$ cat config.mk
export PLATFORM = sky130hd
export DESIGN_NAME = keypad_scanner_flat
export DESIGN_NICKNAME = d
export VERILOG_FILES = /design/src/rtl/keypad_pkg.sv /design/src/rtl/keypad_scanner_if.sv /design/src/rtl/scan_timer.sv /design/src/rtl/keypad_scanner.sv /design/src/flat_wrapper.sv
export SDC_FILE = /design/constraint.sdc
export NUM_CORES = 1
export LEC_CHECK = 0
export BUFFER_PORTS_ARGS = -buffer_cell sky130_fd_sc_hd__buf_4
export CORE_AREA = 2 2 122 124
export CTS_CLUSTER_DIAMETER = 40
export DETAILED_ROUTE_END_ITERATION = 10
export DIE_AREA = 0 0 124 126
export HOLD_SLACK_MARGIN = 0.12
export SETUP_SLACK_MARGIN = 0.2
export SKIP_LAST_GASP = 1
export SLEW_MARGIN = 20
export SYNTH_ARGS = -nofsm -noshare
export SYNTH_HDL_FRONTEND = slang
export SYNTH_SLANG_ARGS = --single-unit
$ cat constraint.sdc
create_clock -name clk_50mhz -period 8.81 [get_ports clk_50mhz]
set_input_delay 0.881 -clock clk_50mhz [delete_from_list [all_inputs] [get_ports clk_50mhz]]
set_output_delay 0.881 -clock clk_50mhz [all_outputs]
set_load 0.03 [all_outputs]
$ cat src/rtl/keypad_pkg.sv
// rtl/keypad_pkg.sv - shared types and constants for the keypad scanner
// Purpose: FSM state encoding, key index-to-legend map, idle column drive.
// Ports: none (package).
package keypad_pkg;

    typedef enum logic [1:0] {
        ST_IDLE     = 2'd0,
        ST_DEBOUNCE = 2'd1,
        ST_PRESSED  = 2'd2
    } state_t;

    // Column 0 driven low out of reset.
    localparam logic [3:0] COL_IDLE = 4'b1110;

    // Key index is {row[1:0], col[1:0]}; standard 4x4 telephone-style legend.
    localparam logic [3:0] KEY_1    = 4'd0;
    localparam logic [3:0] KEY_2    = 4'd1;
    localparam logic [3:0] KEY_3    = 4'd2;
    localparam logic [3:0] KEY_A    = 4'd3;
    localparam logic [3:0] KEY_4    = 4'd4;
    localparam logic [3:0] KEY_5    = 4'd5;
    localparam logic [3:0] KEY_6    = 4'd6;
    localparam logic [3:0] KEY_B    = 4'd7;
    localparam logic [3:0] KEY_7    = 4'd8;
    localparam logic [3:0] KEY_8    = 4'd9;
    localparam logic [3:0] KEY_9    = 4'd10;
    localparam logic [3:0] KEY_C    = 4'd11;
    localparam logic [3:0] KEY_STAR = 4'd12;
    localparam logic [3:0] KEY_0    = 4'd13;
    localparam logic [3:0] KEY_HASH = 4'd14;
    localparam logic [3:0] KEY_D    = 4'd15;

    // Active-low one-hot drive for a column index.
    function automatic logic [3:0] col_drive(input logic [1:0] col);
        return ~(4'b0001 << col);
    endfunction

endpackage

$ cat src/rtl/keypad_scanner_if.sv
// rtl/keypad_scanner_if.sv - keypad matrix and key-event signal bundle
// Purpose: groups the matrix drive/sense lines and the key event outputs.
// Signals: rows_i (active-low rows), columns_o (active-low column drive),
//          key_valid, key_code, key_held, multiple_err.
// Modports: master = scanner side, slave = keypad/consumer side.
interface keypad_scanner_if;

    logic [3:0] rows_i;
    logic [3:0] columns_o;
    logic       key_valid;
    logic [3:0] key_code;
    logic       key_held;
    logic       multiple_err;

    modport master (
        input  rows_i,
        output columns_o,
        output key_valid,
        output key_code,
        output key_held,
        output multiple_err
    );

    modport slave (
        output rows_i,
        input  columns_o,
        input  key_valid,
        input  key_code,
        input  key_held,
        input  multiple_err
    );

endinterface

$ cat src/rtl/scan_timer.sv
// rtl/scan_timer.sv - column slot timer and rotation for the keypad scan
// Purpose: counts SCAN_DIV cycles per column slot and rotates the column index.
// Ports: clk, rst (sync active-high), col (current column 0..3),
//        slot_end (last cycle of a slot), frame_end (last cycle of column 3).
module scan_timer #(
    parameter int SCAN_DIV = 50000
) (
    input  logic       clk,
    input  logic       rst,
    output logic [1:0] col,
    output logic       slot_end,
    output logic       frame_end
);

    localparam int SW = $clog2(SCAN_DIV);

    logic [SW-1:0] slot_q;
    logic [1:0]    col_q;

    assign slot_end  = (slot_q == SW'(SCAN_DIV - 1));
    assign frame_end = slot_end && (col_q == 2'd3);
    assign col       = col_q;

    always_ff @(posedge clk) begin
        if (rst) begin
            slot_q <= '0;
            col_q  <= 2'd0;
        end else if (slot_end) begin
            slot_q <= '0;
            col_q  <= col_q + 2'd1;
        end else begin
            slot_q <= slot_q + SW'(1);
        end
    end

endmodule

$ cat src/rtl/keypad_scanner.sv
// rtl/keypad_scanner.sv - 4x4 matrix keypad scanner with debounce and multi-key reject
// Purpose: scans columns, snapshots rows per frame, debounces press/release and
//          emits one-cycle key events.
// Ports: clk_50mhz (clock), init_pulse (sync active-high reset),
//        kp (keypad_scanner_if.master: rows_i in, columns_o/key_* out).
module keypad_scanner
    import keypad_pkg::*;
#(
    parameter int SCAN_DIV       = 50000,
    parameter int DEBOUNCE_SCANS = 4
) (
    input  logic              clk_50mhz,
    input  logic              init_pulse,
    keypad_scanner_if.master  kp
);

    localparam int                AW  = $clog2(DEBOUNCE_SCANS + 1);
    localparam logic [AW-1:0]     LIM = AW'(DEBOUNCE_SCANS - 1);

    logic [1:0]  col;
    logic        slot_end;
    logic        frame_end;

    scan_timer #(.SCAN_DIV(SCAN_DIV)) u_timer (
        .clk       (clk_50mhz),
        .rst       (init_pulse),
        .col       (col),
        .slot_end  (slot_end),
        .frame_end (frame_end)
    );

    assign kp.columns_o = col_drive(col);

    // Rows idle high (pull-ups), so the synchronizer resets to "no key".
    logic [3:0]  rows_meta, rows_sync;
    logic [15:0] snap_q;
    logic        eval_q;

    always_ff @(posedge clk_50mhz) begin
        if (init_pulse) begin
            rows_meta <= 4'hF;
            rows_sync <= 4'hF;
            snap_q    <= '0;
            eval_q    <= 1'b0;
        end else begin
            rows_meta <= kp.rows_i;
            rows_sync <= rows_meta;
            eval_q    <= frame_end;
            // Eval never coincides with a slot end (SCAN_DIV >= 4), so clearing
            // here cannot drop a column sample.
            if (eval_q) begin
                snap_q <= '0;
            end else if (slot_end) begin
                for (int r = 0; r < 4; r++) begin
                    snap_q[{r[1:0], col}] <= ~rows_sync[r];
                end
            end
        end
    end

    // Key count saturates at 2 ("more than one"); idx is the lowest key down.
    logic [1:0] nkeys;
    logic [3:0] idx;

    always_comb begin
        nkeys = 2'd0;
        idx   = 4'd0;
        for (int i = 0; i < 16; i++) begin
            if (snap_q[i]) begin
                if (nkeys == 2'd0) idx = 4'(i);
                if (nkeys != 2'd2) nkeys = nkeys + 2'd1;
            end
        end
    end

    state_t        state_q, state_n;
    logic [3:0]    cand_q, cand_n;
    logic [AW-1:0] agree_q, agree_n;
    logic [AW-1:0] rel_q, rel_n;
    logic [3:0]    code_q, code_n;
    logic          err_q, err_n;
    logic          accept;

    always_ff @(posedge clk_50mhz) begin
        if (init_pulse) begin
            state_q <= ST_IDLE;
            cand_q  <= 4'd0;
            agree_q <= '0;
            rel_q   <= '0;
            code_q  <= 4'd0;
            err_q   <= 1'b0;
        end else begin
            state_q <= state_n;
            cand_q  <= cand_n;
            agree_q <= agree_n;
            rel_q   <= rel_n;
            code_q  <= code_n;
            err_q   <= err_n;
        end
    end

    always_comb begin
        state_n = state_q;
        cand_n  = cand_q;
        agree_n = agree_q;
        rel_n   = rel_q;
        code_n  = code_q;
        err_n   = err_q;
        accept  = 1'b0;
        if (eval_q) begin
            err_n = (nkeys == 2'd2);
            case (state_q)
                ST_IDLE: begin
                    if (nkeys == 2'd1) begin
                        cand_n  = idx;
                        agree_n = AW'(1);
                        if (LIM == '0) begin
                            accept  = 1'b1;
                            code_n  = idx;
                            rel_n   = '0;
                            state_n = ST_PRESSED;
                        end else begin
                            state_n = ST_DEBOUNCE;
                        end
                    end
                end
                ST_DEBOUNCE: begin
                    if (nkeys == 2'd1 && idx == cand_q) begin
                        if (agree_q >= LIM) begin
                            accept  = 1'b1;
                            code_n  = cand_q;
                            rel_n   = '0;
                            state_n = ST_PRESSED;
                        end else begin
                            agree_n = agree_q + AW'(1);
                        end
                    end else if (nkeys == 2'd1) begin
                        cand_n  = idx;
                        agree_n = AW'(1);
                    end else begin
                        state_n = ST_IDLE;
                    end
                end
                ST_PRESSED: begin
                    if (nkeys == 2'd0) begin
                        if (rel_q >= LIM) begin
                            rel_n   = '0;
                            state_n = ST_IDLE;
                        end else begin
                            rel_n = rel_q + AW'(1);
                        end
                    end else begin
                        rel_n = '0;
                    end
                end
                default: state_n = ST_IDLE;
            endcase
        end
    end

    // Outputs follow the eval-cycle decision combinationally so the event,
    // its code and the held/error flags all appear on the eval cycle itself.
    assign kp.key_valid    = accept;
    assign kp.key_code     = code_n;
    assign kp.key_held     = (state_n == ST_PRESSED);
    assign kp.multiple_err = err_n;

endmodule

$ cat src/flat_wrapper.sv
// flat-port wrapper written by rule: the top's interface ports become plain ports
module keypad_scanner_flat import keypad_pkg::*;
#(
    parameter int SCAN_DIV       = 50000,
    parameter int DEBOUNCE_SCANS = 4
)
  (clk_50mhz, init_pulse, kp_rows_i, kp_columns_o, kp_key_valid, kp_key_code, kp_key_held, kp_multiple_err);
  keypad_scanner_if kp_i ();
  input  logic clk_50mhz;
  input  logic init_pulse;
  input wire logic [$bits(kp_i.rows_i)-1:0] kp_rows_i;
  output wire logic [$bits(kp_i.columns_o)-1:0] kp_columns_o;
  output wire logic [$bits(kp_i.key_valid)-1:0] kp_key_valid;
  output wire logic [$bits(kp_i.key_code)-1:0] kp_key_code;
  output wire logic [$bits(kp_i.key_held)-1:0] kp_key_held;
  output wire logic [$bits(kp_i.multiple_err)-1:0] kp_multiple_err;
  assign kp_i.rows_i = kp_rows_i;
  assign kp_columns_o = kp_i.columns_o;
  assign kp_key_valid = kp_i.key_valid;
  assign kp_key_code = kp_i.key_code;
  assign kp_key_held = kp_i.key_held;
  assign kp_multiple_err = kp_i.multiple_err;
  keypad_scanner #(.SCAN_DIV(SCAN_DIV), .DEBOUNCE_SCANS(DEBOUNCE_SCANS)) u_core (.clk_50mhz(clk_50mhz), .init_pulse(init_pulse), .kp(kp_i));
endmodule
==> results.md <==
- F_max: 118 MHz
- Leak Pwr: 0.00236 µW
- Hpwl dp: 8440 µm
- Syn_area_per_cell: 7.77 µm²
- EDFF count, synth: 0
- Fin nets: 704
- Outcome: completed
- Port bufs: 16
- GRT overflow: 0
- RSZ-0062 raised after global routing: yes
- Worst-path fanout max: 8
- Layout cell share with drive strength beyond 1: 28.8%
- TritonRoute pass-1 iters: 5
- Slew headroom: 47.0%
- CTS tree: yes
- Antenna viol nets, final: 0
- Final wirelength: 12,700 µm
- Main synth FF type: dfxtp_1
- Final non-filler cell area: 0.00632 mm²
- H-tree depth: 3
- ANT cells: 0
- Async SR Flop Fraction: 0%
- DP Area: 0.00520 mm²
- Min-Delay Path Class: reg -> reg
- Initial core utilization: 34.6%
- Die width: 124 µm
- Vias in the first global route: 4,502
- Final TNS setup: 0 ps
- Global Route Usage Sum: 16.1%
- Final critical-path share of the clock period: 96.0%
- Via density: 5.62
- Cell area power density: 96.6 mW/mm²
- Final setup violating endpoints: 0
- Clock root buffer: clkbuf_16
- Clock period minus worst slack: 8460 ps
- Area delta synth->final: 27.7%
- Synthesized area: 0.00495 mm²
- Syn Nets: 663
- Num ports: 17
- Clock skew: 6.45 ps
- First-pass GRT wire length: 20,900 µm
- Num CTS Buffers: 9
- Worst EP arrival: 7580 ps
- Die area: 0.0156 mm²
- Ys Warns: 0
- Initial DRC Count: 286
- Slowest CP cell: or4b_4
- Worst endpoint required time: 7930 ps
- Largest net degree at the start of global routing: 31
- Startpoint Class: register
- Clock Tree Buf Depth: 2
- Yosys reg bits: 60
- Initial antenna violation count: 0
- Chip height: 126 µm
- Worst VDD drop: 138 µV
- Vias: 4,874
- Routed WL per cell: 14.7 µm
- Slowest Stage Delay on Critical Path: 530 ps
- DRC: 0
- Crit end category: primary output
- Post-synthesis sequential area ratio: 24.3%
- Cell row count: 44
- Skew-Pair Late Insertion Delay: 330 ps
- Clock-pin slew on the worst setup and hold paths: 60 ps
- Cell count after synthesis: 637
- Slew at the pin closest to its max-slew limit: 789 ps
- Slew Limit Fails: 0
- Clk sinks: 60
- Final GP Congestion: 0.861
- Final hold violation count: 0
- Critical path class: reg -> out
- Synth cell types: 92
- Core area: 0.0143 mm²
- Max Cap Viol: 0
[worst max-delay path: cells and delay by family, from the launching register on]
kind / cells / cell delay [ps]
compound gates: 14 / 3300
fa+ha+maj: 2 / 490
buf+inv: 4 / 370
flops: 1 / 370
mux: 1 / 370
simple gates: 8 / 2330
[timing repair]
item | in CTS | in global routing
setup buffers | 20 | 18
setup endpoints to repair | 6 | 7
pin swaps | 12 | 29
hold buffers | 0 | 0
gates resized for setup | 37 | 75
cloned | 0 | 1
[Yosys cell counts, types with 3 or more instances]
library cell	instances	area share, %
nand4_1	7	0.88
and3_1	7	0.88
nor2_1	91	6.9
o31ai_1	8	1.2
nand4b_1	3	0.53
xnor2_1	18	3.2
a21boi_0	3	0.46
xor2_1	10	1.8
nand2_1	30	2.3
a31o_2	4	0.71
a21oi_1	38	3.8
and2_1	9	1.1
o22a_1	5	0.88
nor3_1	25	2.5
a22oi_1	3	0.46
o21ai_0	27	2.7
a311o_1	4	0.81
nor2b_1	11	1.4
or2_2	13	1.6
a21o_1	6	0.91
dfxtp_1	60	24
o211a_1	3	0.61
nor3b_1	3	0.46
a311oi_1	3	0.53
o211ai_1	6	0.91
a211oi_1	7	1.1
a31oi_1	6	0.76
mux2i_1	8	1.6
nand2b_1	8	1.0
ha_1	20	5.1
or3_1	4	0.51
inv_1	33	2.5
buf_2	4	0.40
or3b_1	3	0.53
nor2b_4	4	1.1
o21a_1	13	2.0
nand3_1	21	2.1
clkbuf_1	20	1.5
mux2_4	5	1.5
o32ai_1	5	0.88
a211o_1	8	1.4
or4_1	4	0.61
[routing by layer]
layer | track usage (%) | wire length, µm
met1 | 21.1 | 5720
met2 | 26.9 | 6290
met3 | 1.99 | 546
met4 | 5.95 | 193
met5 | 0 | 0
[power breakdown]
group | switching, µW | internal [µW]
Sequential | 2.06 | 273
Combinational | 6.24 | 3.99
Clock | 128 | 197
[per-stage QoR]
step | total power [µW] | setup WS [ps] | util (%) | instances | hold WS, ps
6_report | 611 | 353 | 44.1 | 867 | 405
2_1_floorplan | 289 | 627 | - | 637 | 389
3_3_place_gp | 292 | 143 | 36.4 | 812 | 401
3_5_place_dp | 293 | -118 | 36.4 | 812 | 400
4_1_cts | 620 | 210 | 40.6 | 848 | 407
5_1_grt | 629 | 22.5 | 44.1 | 867 | 410
[flip-flops by register name, summed over array words and instances, names as in the netlist]
| register | flops |
|---|---|
| u_core.rows_sync | 4 |
| u_core.u_timer.col | 2 |
| u_core.cand_q | 4 |
| u_core.state_q | 2 |
| u_core.rows_meta | 4 |
| u_core.snap_q | 16 |
| u_core.eval_q | 1 |
| u_core.agree_q | 3 |
| u_core.code_q | 4 |
| u_core.err_q | 1 |
| u_core.u_timer.slot_q | 16 |
| u_core.rel_q | 3 |
[placed cells by master, fill, tap and decap left out, drive strengths merged, types with 4 or more instances in the layout]
master	Yosys	layout
a211o	8	8
a211oi	9	9
a21boi	4	4
a21o	6	6
a21oi	39	39
a311o	5	6
a31o	4	4
a31oi	9	9
and2	9	9
and3	7	7
buf	8	57
clkbuf	20	10
clkinv	3	8
dfxtp	60	60
ha	20	20
inv	34	34
mux2	7	7
mux2i	8	8
nand2	31	31
nand2b	8	8
nand3	21	21
nand4	8	8
nor2	91	91
nor2b	15	15
nor3	25	25
nor4	4	4
o211ai	6	6
o21a	13	13
o21ai	31	31
o22a	5	5
o31ai	8	8
o32ai	6	6
or2	14	14
or3	4	4
or4	4	4
xnor2	18	18
xor2	11	11
[final cells by class]
type / count / area (µm²)
Clock inverter: 6 / 40.0
Multi-Input combinational cell: 513 / 4010
Clock buffer: 10 / 239
Inverter: 37 / 146
Sequential cell: 60 / 1210
Tap cell: 184 / 230
Timing Repair Buffer: 57 / 435
Fill cell: 1381 / 8000
[path summary, 6_finish.rpt]
check                                       from  cells past startpoint  slack [ps]                              to
hold reg to reg   u_core.rows_meta[0]$_SDFF_PP1_                      1         400  u_core.rows_sync[0]$_SDFF_PP1_
setup reg to reg   u_core.snap_q[1]$_SDFFE_PP0P_                     40         610    u_core.state_q[1]$_SDFF_PP0_
setup / recovery   u_core.snap_q[1]$_SDFFE_PP0P_                     29         350                     kp_key_held
hold / removal    u_core.rows_meta[0]$_SDFF_PP1_                      1         400  u_core.rows_sync[0]$_SDFF_PP1_
[kinds of logic (layout without fill, tap and decap cells)]
group                      Yosys count  count (layout)  share of synthesized area (%)
and+or+nand+nor                    258             258                           27.5
DFF                                 60              60                           24.3
AOI/OAI and AO/OA                  190             191                           29.0
muxes                               15              15                           3.59
adders and majority gates           20              20                           5.06
buffers and inverters               65             110                           5.28
xor gates and xnor gates            29              29                           5.28
No activity file was read; power rests on OpenSTA's default activity.
